### src/rtl/jtframe_mister_pkg.sv
// Constants shared by the MiSTer HPS download and upload blocks.
// Menu index values select which core memory the HPS transfer targets.
package jtframe_mister_pkg;

    localparam logic [7:0] IDX_ROM   = 8'd0;
    localparam logic [7:0] IDX_MOD   = 8'd1;
    localparam logic [7:0] IDX_NVRAM = 8'd2;
    localparam logic [7:0] IDX_DIPSW = 8'd254;

    // Byte returned to the HPS when no real data is available
    localparam logic [7:0] NO_DATA   = 8'hFF;

endpackage

### src/rtl/jtframe_mister_upld.sv
// Serves HPS NVRAM upload reads from the core NVRAM with a request/ack handshake.
// hps_wait is high from the accepted hps_rd until one cycle after the core ack or timeout.
module jtframe_mister_upld
    import jtframe_mister_pkg::*;
#(
    parameter int         AW        = 13,
    parameter logic [7:0] IDX_NVRAM = jtframe_mister_pkg::IDX_NVRAM,
    parameter logic [7:0] TOUT      = 8'd255
)(
    input  logic          rst,
    input  logic          clk,
    input  logic          hps_upload,
    input  logic [7:0]    hps_index,
    input  logic          hps_rd,
    input  logic [26:0]   hps_addr,
    output logic [7:0]    hps_din,
    output logic          hps_wait,
    output logic          uploading,
    output logic [AW-1:0] nvram_addr,
    output logic          nvram_rd,
    input  logic          nvram_ack,
    input  logic [7:0]    nvram_dout,
    output logic          upld_done,
    output logic          upld_err
);

    typedef enum logic [1:0] { IDLE, REQ, DONE } state_t;

    state_t        state, state_nx;
    logic [7:0]    cnt, cnt_nx;
    logic [7:0]    din_nx;
    logic [AW-1:0] addr_nx;
    logic          rd_nx, wait_nx, err_nx, up_nx, in_range;

    assign up_nx    = hps_upload && (hps_index == IDX_NVRAM);
    assign in_range = (hps_addr >> AW) == 27'd0;

    always_comb begin
        state_nx = state;
        cnt_nx   = cnt;
        din_nx   = hps_din;
        addr_nx  = nvram_addr;
        rd_nx    = nvram_rd;
        wait_nx  = hps_wait;
        err_nx   = upld_err;
        // A fresh upload session starts clean; a strobe during a busy cycle is flagged
        if (up_nx && !uploading)     err_nx = 1'b0;
        if (hps_rd && state != IDLE) err_nx = 1'b1;
        if (!uploading) begin
            state_nx = IDLE;
            rd_nx    = 1'b0;
            wait_nx  = 1'b0;
        end else begin
            case (state)
                IDLE: begin
                    if (hps_rd) begin
                        if (in_range) begin
                            addr_nx  = hps_addr[AW-1:0];
                            rd_nx    = 1'b1;
                            wait_nx  = 1'b1;
                            cnt_nx   = 8'd0;
                            state_nx = REQ;
                        end else begin
                            din_nx   = NO_DATA;
                        end
                    end
                end
                REQ: begin
                    // ack has priority over a timeout landing in the same cycle
                    if (nvram_ack) begin
                        din_nx   = nvram_dout;
                        rd_nx    = 1'b0;
                        state_nx = DONE;
                    end else if (cnt == TOUT) begin
                        din_nx   = NO_DATA;
                        err_nx   = 1'b1;
                        rd_nx    = 1'b0;
                        state_nx = DONE;
                    end else begin
                        cnt_nx   = cnt + 8'd1;
                    end
                end
                DONE: begin
                    wait_nx  = 1'b0;
                    state_nx = IDLE;
                end
                default: state_nx = IDLE;
            endcase
        end
    end

    always_ff @(posedge clk or posedge rst) begin
        if (rst) begin
            state      <= IDLE;
            cnt        <= 8'd0;
            hps_din    <= NO_DATA;
            nvram_addr <= '0;
            nvram_rd   <= 1'b0;
            hps_wait   <= 1'b0;
            upld_err   <= 1'b0;
            uploading  <= 1'b0;
            upld_done  <= 1'b0;
        end else begin
            state      <= state_nx;
            cnt        <= cnt_nx;
            hps_din    <= din_nx;
            nvram_addr <= addr_nx;
            nvram_rd   <= rd_nx;
            hps_wait   <= wait_nx;
            upld_err   <= err_nx;
            uploading  <= up_nx;
            upld_done  <= uploading && !up_nx;
        end
    end

endmodule

### config.mk
export PLATFORM = sky130hd
export DESIGN_NAME = jtframe_mister_upld
export DESIGN_NICKNAME = d
export VERILOG_FILES = /design/src/rtl/jtframe_mister_pkg.sv /design/src/rtl/jtframe_mister_upld.sv
export SDC_FILE = /design/constraint.sdc
export NUM_CORES = 1
export LEC_CHECK = 0
export BUFFER_PORTS_ARGS = -buffer_cell sky130_fd_sc_hd__buf_2
export CAP_MARGIN = 30
export CORE_MARGIN = 3
export CORE_UTILIZATION = 51
export CTS_CLUSTER_SIZE = 16
export DETAILED_ROUTE_END_ITERATION = 12
export PLACE_DENSITY = 0.84
export SETUP_SLACK_MARGIN = 0.4
export SYNTH_ARGS = -nofsm -noshare
export SYNTH_HDL_FRONTEND = slang
export SYNTH_SLANG_ARGS = --single-unit
### constraint.sdc
create_clock -name clk -period 3.3 [get_ports clk]
set_clock_uncertainty 0.05 [all_clocks]
set_input_delay 0.495 -clock clk [delete_from_list [all_inputs] [get_ports clk]]
set_output_delay 0.495 -clock clk [all_outputs]
set_load 0.005 [all_outputs]
==> flow_metrics.py, run 1 <==
metrics = {
    "outcome": {
        "status": "finished clean",
    },
    "pwr": {
        "seq_power_share_pct": 62.9,
        "swShare_pct": 21.9,
        "p_comb_share_pct": 6.3,
        "p_per_area_mw_per_mm2": 318,
        "pwr-share-clk_pct": 30.7,
        "peakVddDrop_mv": 0.151,
        "internal-power_w": 0.000549,
        "p_leak_nw": 1.15,
        "switchingPower_w": 0.000154,
    },
    "critical_path": {
        "cp_top_family": "simple AND/OR/NAND/NOR gates",
        "crit_buf_inv": 1,
        "r2r-end": "nvram_addr[11]$_DFFE_PP0P_",
        "end_kind": "flip-flop",
        "worstPathRequired_ps": 3470,
        "reg2reg_from": "uploading$_DFF_PP0_",
        "path_max_fanout": 14,
        "path_class": "in2reg",
        "max_stage_delay_ps": 670,
        "cpMaxStageDelayCell": "and3_1",
        "startpoint_type": "input pin",
        "r2r_cells": 3,
        "worstPathArrival_ps": 2270,
        "r2r_slack_ps": 1290,
        "crit_chain": "buf_2, nor4_2, and4_1, and3_1, mux2_2",
    },
    "placed_design": {
        "gp_routability_congestion": 0.798,
        "numPlacedInstances": 269,
        "dp_hpwl_um": 2630,
        "numPortBuffers": 73,
        "dpl-instance-area_mm2": 0.00216,
    },
    "sta": {
        "fmax_mhz": 476,
        "maxSlewViolCount": 0,
        "post-route-period-util_pct": 63.6,
        "setup_violations": 0,
        "min_period_ps": 2100,
        "hold_violations": 0,
        "hold_slack_ps": 197,
        "rsz0062_at_grt": "no",
        "timing.slew.headroom_pct": 49.3,
        "tightest_slew_ps": 760,
        "setup_tns_ps": 0,
    },
    "synthesis": {
        "avgSynthCellArea_um2": 11.5,
        "synth_top_cell_area_share_pct": 39.7,
        "syn_area_mm2": 0.00176,
        "synth_cell_type_count": 41,
        "synthXorXnorAreaFrac_pct": 0,
        "synth_top_family_by_area": "simple AND/OR/NAND/NOR gates",
        "synth_adder_area_share_pct": 0.709,
        "synth_simple_gate_area_share_pct": 17.9,
        "synth-async-reset-ratio_pct": 100,
        "ys_ff_latch": 36,
        "synth-seq-area-share_pct": 51.6,
        "synth_mux_area_share_pct": 16.7,
        "synth_area_leaders": "dfrtp_1, dfstp_2, mux2_4",
        "synth_ff_type": "dfrtp_1",
        "netlist_top_cells_count": "dfrtp_1, inv_1, nor2_1",
        "yosysMostFrequentCell": "dfrtp_1",
        "syn_nets": 203,
        "ys.warnings.count": 0,
        "synth_compound_area_share_pct": 7.52,
        "syn_inst": 154,
        "synth_edf_count": 0,
        "yosysTopAreaCell": "dfrtp_1",
    },
    "clocking": {
        "cts.path.max_buffers": 2,
        "h-tree-depth": 2,
        "path_clk_slew_ps": 100,
        "cts_tree": "done",
        "clockRootBuffer": "clkbuf_4",
        "numClockSinks": 36,
        "clk_latency_ps": 330,
        "numCtsBuffers": 5,
        "cts_hold_buf": 0,
        "ctsResizeCount": 0,
        "post_cts_buffers": 0,
    },
    "floorplan": {
        "core_mm2": 0.00318,
        "die_h_um": 64.8,
        "die_x_um": 64.8,
        "start_util_pct": 55.5,
        "rows": 20,
        "die_area_mm2": 0.00420,
        "num_io_pins": 74,
    },
    "cells_and_area": {
        "nFillCells": 239,
        "final_cells": 277,
        "syn_to_final_growth_pct": 25.2,
        "final_util_pct": 69.5,
        "fin_area_mm2": 0.00221,
        "drive_above_1_share_pct": 47.2,
        "nNetsFinal": 281,
        "n_antenna_cell": 0,
    },
    "drt": {
        "via_per_inst": 5.19,
        "drc": 0,
        "postRouteAntennaNets": 0,
        "first_pass_iters": 4,
        "detail_route.wirelength_um": 3530,
        "drt_iter0_drc": 29,
        "vias": 1438,
        "wire_per_inst_um": 12.7,
    },
    "min_path": {
        "worstHoldPathType": "in2async",
    },
    "run": {
        "drv_cap": 0,
    },
    "global_routing": {
        "grt_pass1_vias": 1386,
        "antenna_found_initial": 0,
        "grt_overflow_total": 0,
        "grt_pass1_wl_um": 6080,
        "grt_max_degree": 37,
        "grtUsageTotal_pct": 18.7,
    },
}
[per-stage QoR]
stage	setup WS (ps)	power (W)
6_report	1200	0.000703
5_1_grt	1080	0.000740
4_1_cts	1190	0.000713
3_5_place_dp	825	0.000496
3_3_place_gp	881	0.000495
2_1_floorplan	1400	0.000462
[registers in the layout (all words and copies together), names as in the netlist]
register    cells
state           2
uploading       1
upld_done       1
hps_wait        1
nvram_addr     13
nvram_rd        1
upld_err        1
hps_din         8
cnt             8
[worst min-delay path, cell delays in order]
cell and delay (ps):
buf_2 90, inv_1 40, buf_4 380
[logic make-up (layout without fill, tap and decap cells)]
logic type	count (synthesis)	count (layout)
and+or+nand+nor	53	53
DFF	36	36
muxes	24	24
AOI/OAI and AO/OA	20	20
buffers and inverters	20	99
adders and majority gates	1	1
[power by group through the flow]
stage	registers, W	clock network, W	logic [W]
6_report	0.000442	0.000216	0.0000443
3_5_place_dp	0.000451	0	0.0000454
5_1_grt	0.000443	0.000247	0.0000498
3_3_place_gp	0.000451	0	0.0000447
4_1_cts	0.000442	0.000225	0.0000455
2_1_floorplan	0.000451	0	0.0000116
[final cells by class]
| class | instances | area, um2 | area share, % |
|---|---|---|---|
| multi-input combinational | 98 | 757 | 34.3 |
| tap | 44 | 55.1 | 2.49 |
| inverter | 17 | 63.8 | 2.89 |
| sequential | 36 | 911 | 41.2 |
| timing repair buffer | 74 | 373 | 16.9 |
| clock inverter | 1 | 5.00 | 0.227 |
| clock buffer | 7 | 45.0 | 2.04 |
[cell usage in the layout (no fill, tap or decap), types with 2 or more instances in the layout]
cell type / Yosys / routed
clkbuf_4: 0 / 5
nand2_1: 10 / 10
mux2i_1: 10 / 10
inv_1: 17 / 17
nand3_1: 5 / 5
buf_2: 1 / 73
nor2_1: 14 / 14
and3_1: 2 / 2
o21ai_0: 5 / 5
dfstp_2: 8 / 8
clkbuf_1: 0 / 2
a31oi_1: 2 / 2
nor2b_1: 3 / 3
mux2_4: 10 / 10
dfrtp_1: 28 / 28
o31ai_1: 2 / 2
o211ai_1: 3 / 3
nor3b_1: 2 / 2
nor4_2: 3 / 3
a21oi_1: 3 / 3
mux2_2: 4 / 4
[worst max path at each step]
stage | start | endpoint | slack [ps] | depth (start not counted)
floorplan | hps_addr[21] | nvram_addr[0]$_DFFE_PP0P_ | 1400 | 6
global placement | hps_addr[21] | nvram_addr[9]$_DFFE_PP0P_ | 880 | 5
detailed placement | hps_addr[21] | nvram_addr[10]$_DFFE_PP0P_ | 830 | 5
CTS | hps_addr[21] | nvram_addr[12]$_DFFE_PP0P_ | 1190 | 5
global route | hps_addr[21] | nvram_addr[12]$_DFFE_PP0P_ | 1080 | 5
finish | hps_addr[21] | nvram_addr[11]$_DFFE_PP0P_ | 1200 | 5
[routing by layer]
layer | track usage, % | vias up | part of all wire [%]
met1 | 24.1 | 659 | 44
met5 | 0 | - | 0
met2 | 29.0 | 78 | 43
li1 | - | 695 | -
met4 | 7.12 | 0 | 1.6
met3 | 6.41 | 6 | 11
(Power assumes the default switching activity.)
==> run 2, diff against run 1 <==
--- a/config.mk
+++ b/config.mk
@@ -5,13 +5,14 @@
 export SDC_FILE = /design/constraint.sdc
 export NUM_CORES = 1
 export LEC_CHECK = 0
+export ABC_AREA = 1
 export BUFFER_PORTS_ARGS = -buffer_cell sky130_fd_sc_hd__buf_2
 export CAP_MARGIN = 30
 export CORE_MARGIN = 3
-export CORE_UTILIZATION = 51
+export CORE_UTILIZATION = 44
 export CTS_CLUSTER_SIZE = 16
 export DETAILED_ROUTE_END_ITERATION = 12
-export PLACE_DENSITY = 0.84
+export PLACE_DENSITY = 0.76
 export SETUP_SLACK_MARGIN = 0.4
 export SYNTH_ARGS = -nofsm -noshare
 export SYNTH_HDL_FRONTEND = slang
==> constraint.sdc (replaced) <==
create_clock -name clk -period 1.9 [get_ports clk]
set_clock_uncertainty 0.05 [all_clocks]
set_input_delay 0.285 -clock clk [delete_from_list [all_inputs] [get_ports clk]]
set_output_delay 0.285 -clock clk [all_outputs]
set_load 0.005 [all_outputs]
==> flow_metrics.py, run 2 <==
metrics = {
    "clocking": {
        "clockRootBuffer": "clkbuf_8",
        "numCtsBuffers": 5,
        "cts_tree": "done",
        "h-tree-depth": 2,
        "numClockSinks": 36,
        "clk_latency_ps": 290,
        "path_clk_slew_ps": 80,
        "cts_hold_buf": 0,
        "cts.path.max_buffers": 2,
    },
    "floorplan": {
        "core_mm2": 0.00417,
        "num_io_pins": 74,
        "start_util_pct": 47.3,
        "die_area_mm2": 0.00533,
        "rows": 23,
        "die_x_um": 73.0,
        "die_h_um": 73.0,
    },
    "sta": {
        "tightest_slew_ps": 446,
        "hold_violations": 0,
        "fmax_mhz": 683,
        "rsz0062_at_grt": "yes",
        "setup_violations": 0,
        "timing.slew.headroom_pct": 70.3,
        "post-route-period-util_pct": 77.0,
        "hold_slack_ps": 37.2,
        "setup_tns_ps": 0,
        "maxSlewViolCount": 0,
        "min_period_ps": 1460,
    },
    "drt": {
        "detail_route.wirelength_um": 4880,
        "postRouteAntennaNets": 0,
        "drc": 0,
        "vias": 1966,
        "wire_per_inst_um": 12.6,
        "drt_iter0_drc": 91,
        "first_pass_iters": 4,
        "via_per_inst": 5.07,
    },
    "critical_path": {
        "crit_chain": "ha_2, nand2_2, nor2_4, buf_4, or2_2, nand3_1, o21ai_2",
        "max_stage_delay_ps": 400,
        "path_max_fanout": 4,
        "startpoint_type": "flip-flop",
        "worstPathArrival_ps": 1600,
        "cp_top_family": "simple AND/OR/NAND/NOR gates",
        "worstPathRequired_ps": 2030,
        "end_kind": "flip-flop",
        "cpMaxStageDelayCell": "dfrtp_1",
        "path_class": "reg2reg",
        "crit_buf_inv": 1,
    },
    "placed_design": {
        "numPortBuffers": 73,
        "dp_hpwl_um": 3300,
        "gp_routability_congestion": 0.773,
    },
    "synthesis": {
        "synth_cell_type_count": 29,
        "ys.warnings.count": 0,
        "netlist_top_cells_count": "nand2_1, nor2_1, dfrtp_1",
        "syn_nets": 303,
        "syn_area_mm2": 0.00197,
        "yosysMostFrequentCell": "nand2_1",
        "ys_ff_latch": 36,
        "synth-async-reset-ratio_pct": 100,
        "synth_ff_type": "dfrtp_1",
        "avgSynthCellArea_um2": 7.77,
        "synth_top_cell_area_share_pct": 35.5,
        "syn_inst": 254,
        "synth_edf_count": 0,
        "yosysTopAreaCell": "dfrtp_1",
        "synth-seq-area-share_pct": 46.1,
        "synth_area_leaders": "dfrtp_1, nand2_1, dfstp_2",
    },
    "global_routing": {
        "grt_pass1_wl_um": 7060,
        "grt_max_degree": 37,
        "grt_pass1_vias": 1611,
        "grt_overflow_total": 0,
        "antenna_found_initial": 0,
        "grtUsageTotal_pct": 16.9,
    },
    "run": {
        "drv_cap": 0,
    },
    "cells_and_area": {
        "n_antenna_cell": 0,
        "syn_to_final_growth_pct": 32.3,
        "nNetsFinal": 386,
        "largest_reg_flops": 13,
        "nFillCells": 364,
        "largest-register": "nvram_addr",
        "reg_top3": "nvram_addr x13, cnt x8, hps_din x8",
        "final_cell_mix": "nand2_1, buf_2, nor2_1, dfrtp_1, nand3_1",
        "drive_above_1_share_pct": 40.8,
        "final_common_cell": "nand2_1",
    },
    "pwr": {
        "p_leak_nw": 1.43,
        "p_per_area_mw_per_mm2": 607,
        "peakVddDrop_mv": 0.452,
    },
    "min_path": {
        "worstHoldPathType": "in2async",
    },
    "outcome": {
        "status": "finished clean",
    },
}
-- run 2: cell count changes in the layout (fill, tap and decap cells not counted), sizes merged, moves of 4 or more --
cell	change
or2	+4
nor2	+22
nand3	+25
o21ai	+4
nand2	+87
mux2	-14
nor4	-4
mux2i	-10
inv	+6
nand4	+10
buf	+4
-- run 2: final timing paths --
kind                                             start                         end  slack, ps  cells after the start
worst max-delay path                cnt[1]$_DFFE_PP0P_          cnt[4]$_DFFE_PP0P_        440                      7
worst min-delay path                               rst  nvram_addr[12]$_DFFE_PP0P_         40                      3
worst max register to register      cnt[1]$_DFFE_PP0P_          cnt[4]$_DFFE_PP0P_        440                      7
worst min register to register  hps_din[3]$_DFFE_PP1P_      hps_din[3]$_DFFE_PP1P_        410                      2
max in group asynchronous                          rst      hps_din[5]$_DFFE_PP1P_       1420                      3
min in group clk                           hps_addr[2]   nvram_addr[2]$_DFFE_PP0P_        170                      3
-- run 2: per-stage QoR --
stage	std cells	instance area, um2	total power (W)	utilization [%]	setup WS, ps
final	388	2610	0.00159	62.6	437
after global routing	388	2610	0.00165	62.6	364
after CTS	382	2510	0.00160	60.1	419
after detailed placement	373	2370	0.000911	56.7	324
after global placement	373	2370	0.000908	56.7	360
after floorplan	254	1970	0.000840	-	485
-- run 2: layout make-up --
| class | instances | area [um2] | area share, % |
|---|---|---|---|
| Multi-Input combinational cell | 193 | 1020 | 39.0 |
| Sequential cell | 36 | 912 | 34.9 |
| Timing Repair Buffer | 78 | 403 | 15.4 |
| Inverter | 23 | 100 | 3.83 |
| Clock buffer | 5 | 68.8 | 2.64 |
| Tap cell | 50 | 62.6 | 2.40 |
| Clock inverter | 3 | 46.3 | 1.77 |
-- run 2: worst register-to-register path, cell delays in order (launching register included) --
cell	delay (ps)
dfrtp_1	400
ha_2	200
nand2_2	80
nor2_4	60
buf_4	140
or2_2	260
nand3_1	90
o21ai_2	60
-- run 2: cell families (layout without fill, tap and decap cells) --
family / Yosys count / in the layout / share of synthesized area, %
flops: 36 / 36 / 46.1
buf+inv: 28 / 109 / 6.65
simple gates: 177 / 180 / 41.7
compound gates: 12 / 12 / 4.88
fa+ha+maj: 1 / 1 / 0.634
-- run 2: power breakdown --
group	switching, W	internal [W]	total (W)	leakage (nW)
Clock	0.000292	0.000395	0.000687	0.0548
Combinational	0.0000585	0.0000526	0.000111	0.902
Sequential	0.00000475	0.000782	0.000787	0.469
Total	0.000356	0.00123	0.00159	1.43
-- run 2: repair_timing --
action / CTS / global route
gates cloned: 0 / 3
endpoints found under the setup margin: 18 / 33
resized for setup: 3 / 14
setup buffers: 1 / 3
pin swaps: 0 / 5
-- run 2: routing by layer --
metal	GRT usage, %	wire length (um)
met1	22.8	2100
met2	26.3	2370
met3	4.55	343
met4	5.74	65
met5	0	0
==> run 3, diff against run 2 <==
--- a/config.mk
+++ b/config.mk
@@ -5,14 +5,14 @@
 export SDC_FILE = /design/constraint.sdc
 export NUM_CORES = 1
 export LEC_CHECK = 0
-export ABC_AREA = 1
+export ABC_AREA = 0
 export BUFFER_PORTS_ARGS = -buffer_cell sky130_fd_sc_hd__buf_2
 export CAP_MARGIN = 30
 export CORE_MARGIN = 3
-export CORE_UTILIZATION = 44
+export CORE_UTILIZATION = 47
 export CTS_CLUSTER_SIZE = 16
 export DETAILED_ROUTE_END_ITERATION = 12
-export PLACE_DENSITY = 0.76
+export PLACE_DENSITY = 0.79
 export SETUP_SLACK_MARGIN = 0.4
 export SYNTH_ARGS = -nofsm -noshare
 export SYNTH_HDL_FRONTEND = slang
==> constraint.sdc (replaced) <==
create_clock -name clk -period 1.4 [get_ports clk]
set_clock_uncertainty 0.05 [all_clocks]
set_input_delay 0.21 -clock clk [delete_from_list [all_inputs] [get_ports clk]]
set_output_delay 0.21 -clock clk [all_outputs]
set_load 0.005 [all_outputs]
==> flow_metrics.py, run 3 (synthesis results as in run 1) <==
metrics = {
    "clocking": {
        "numCtsBuffers": 5,
        "path_clk_slew_ps": 70,
        "h-tree-depth": 2,
        "clk_latency_ps": 290,
        "clockRootBuffer": "clkbuf_8",
        "numClockSinks": 36,
        "cts_tree": "done",
        "cts.path.max_buffers": 2,
    },
    "critical_path": {
        "startpoint": "state[1]$_DFFE_PP0P_",
        "path_max_fanout": 8,
        "crit_path_end": "hps_din[6]$_DFFE_PP1P_",
        "reg2reg_from": "state[1]$_DFFE_PP0P_",
        "startpoint_type": "flip-flop",
        "worstPathArrival_ps": 1760,
        "worstPathRequired_ps": 1560,
        "end_kind": "flip-flop",
        "path_class": "reg2reg",
        "r2r_slack_ps": -200,
        "r2r_cells": 5,
        "r2r-end": "hps_din[6]$_DFFE_PP1P_",
    },
    "drt": {
        "drt_iter0_drc": 85,
        "vias": 1766,
        "via_per_inst": 5.21,
        "wire_per_inst_um": 18.6,
        "first_pass_iters": 5,
        "detail_route.wirelength_um": 6290,
        "postRouteAntennaNets": 0,
        "drc": 0,
    },
    "cells_and_area": {
        "largest_reg_flops": 13,
        "final_common_cell": "buf_2",
        "seqCellArea_um2": 911,
        "n_antenna_cell": 0,
        "final_util_pct": 86.8,
        "drive_above_1_share_pct": 65.5,
        "syn_to_final_growth_pct": 70.7,
        "multiInputGateArea_um2": 936,
        "final_cell_mix": "buf_2, buf_4, dfrtp_1",
        "nFillCells": 158,
        "nNetsFinal": 341,
        "largest-register": "nvram_addr",
        "reg_top3": "nvram_addr x13, cnt x8, hps_din x8",
    },
    "outcome": {
        "failed_checks": "setup timing",
        "status": "complete, but fails checks",
    },
    "global_routing": {
        "grtUsageTotal_pct": 22.1,
        "grt_max_degree": 18,
        "grt_overflow_total": 0,
        "antenna_found_initial": 0,
        "grt_pass1_vias": 1629,
        "grt_pass1_wl_um": 7260,
    },
    "sta": {
        "min_period_ps": 1600,
        "tightest_slew_ps": 310,
        "timing.slew.headroom_pct": 79.2,
        "rsz0062_at_grt": "yes",
        "post-route-period-util_pct": 114,
        "fmax_mhz": 626,
        "hold_violations": 0,
        "setup_tns_ps": -3830,
        "maxSlewViolCount": 0,
        "fin_ws_ps": -198,
        "setup_violations": 31,
        "hold_slack_ps": 104,
    },
    "floorplan": {
        "num_io_pins": 74,
        "die_area_mm2": 0.00452,
        "start_util_pct": 50.9,
        "rows": 21,
        "die_h_um": 67.3,
        "die_x_um": 67.3,
        "core_mm2": 0.00347,
    },
    "placed_design": {
        "numPortBuffers": 73,
        "dp_hpwl_um": 3410,
        "gp_routability_congestion": 0.769,
    },
    "pwr": {
        "p_leak_nw": 1.53,
        "p_per_area_mw_per_mm2": 661,
        "peakVddDrop_mv": 0.710,
    },
    "min_path": {
        "worstHoldPathType": "in2reg",
    },
    "run": {
        "drv_cap": 0,
    },
}
==> run 3: routing by layer <==
metal,part of all wire (%),vias up,GRT usage [%]
met4,3.0,0,8.35
met1,39,863,24.9
met3,4.3,20,4.66
met5,0,-,0
li1,-,817,-
met2,54,66,40.5
==> run 3: report_power, final <==
group	switching [W]	leakage, nW	internal (W)
Clock	0.000371	0.0445	0.000400
Sequential	0.00000100	0.448	0.00104
Combinational	0.0000776	1.04	0.0000988
==> run 3: area by class of cell <==
| class | instances | share of cell area, % |
|---|---|---|
| repair buffers | 134 | 31.4 |
| multi-input cells | 98 | 31.1 |
| flip-flops and latches | 36 | 30.2 |
| clock buffers | 7 | 2.87 |
| inverters | 17 | 2.24 |
| well taps | 46 | 1.91 |
| clock inverters | 1 | 0.249 |
==> run 3: critical path, cell delays in order, from the launching register on <==
cell,delay (ps)
dfrtp_1,430
and2b_2,300
nand2_1,140
o22ai_4,220
buf_12,160
mux2i_1,210
==> run 3: how the worst min path moves through the flow <==
stage,start,endpoint,cells past startpoint,slack (ps)
after floorplan,rst,cnt[0]$_DFFE_PP0P_,1,110
after global placement,rst,nvram_addr[2]$_DFFE_PP0P_,2,130
after detailed placement,rst,nvram_addr[5]$_DFFE_PP0P_,2,130
after CTS,hps_addr[10],nvram_addr[10]$_DFFE_PP0P_,2,100
after global routing,hps_addr[5],nvram_addr[5]$_DFFE_PP0P_,2,100
final,hps_addr[5],nvram_addr[5]$_DFFE_PP0P_,2,100
==> run 3: through the flow <==
stage | setup WS [ps] | cells | instance area (um2) | total power [W]
finish | -198 | 339 | 3010 | 0.00199
global route | -273 | 339 | 3010 | 0.00206
CTS | -129 | 319 | 2700 | 0.00195
detailed placement | -382 | 300 | 2470 | 0.00120
global placement | -305 | 300 | 2470 | 0.00119
floorplan | -205 | 154 | 1840 | 0.00109
==> run 3: timing repair <==
action / 4_1_cts / 5_1_grt
gates resized for setup: 10 / 33
hold buffers: 1 / 0
hold endpoints to repair: 5 / 0
setup endpoints to repair: 59 / 61
pin swaps: 3 / 11
buffers inserted: 10 / 20
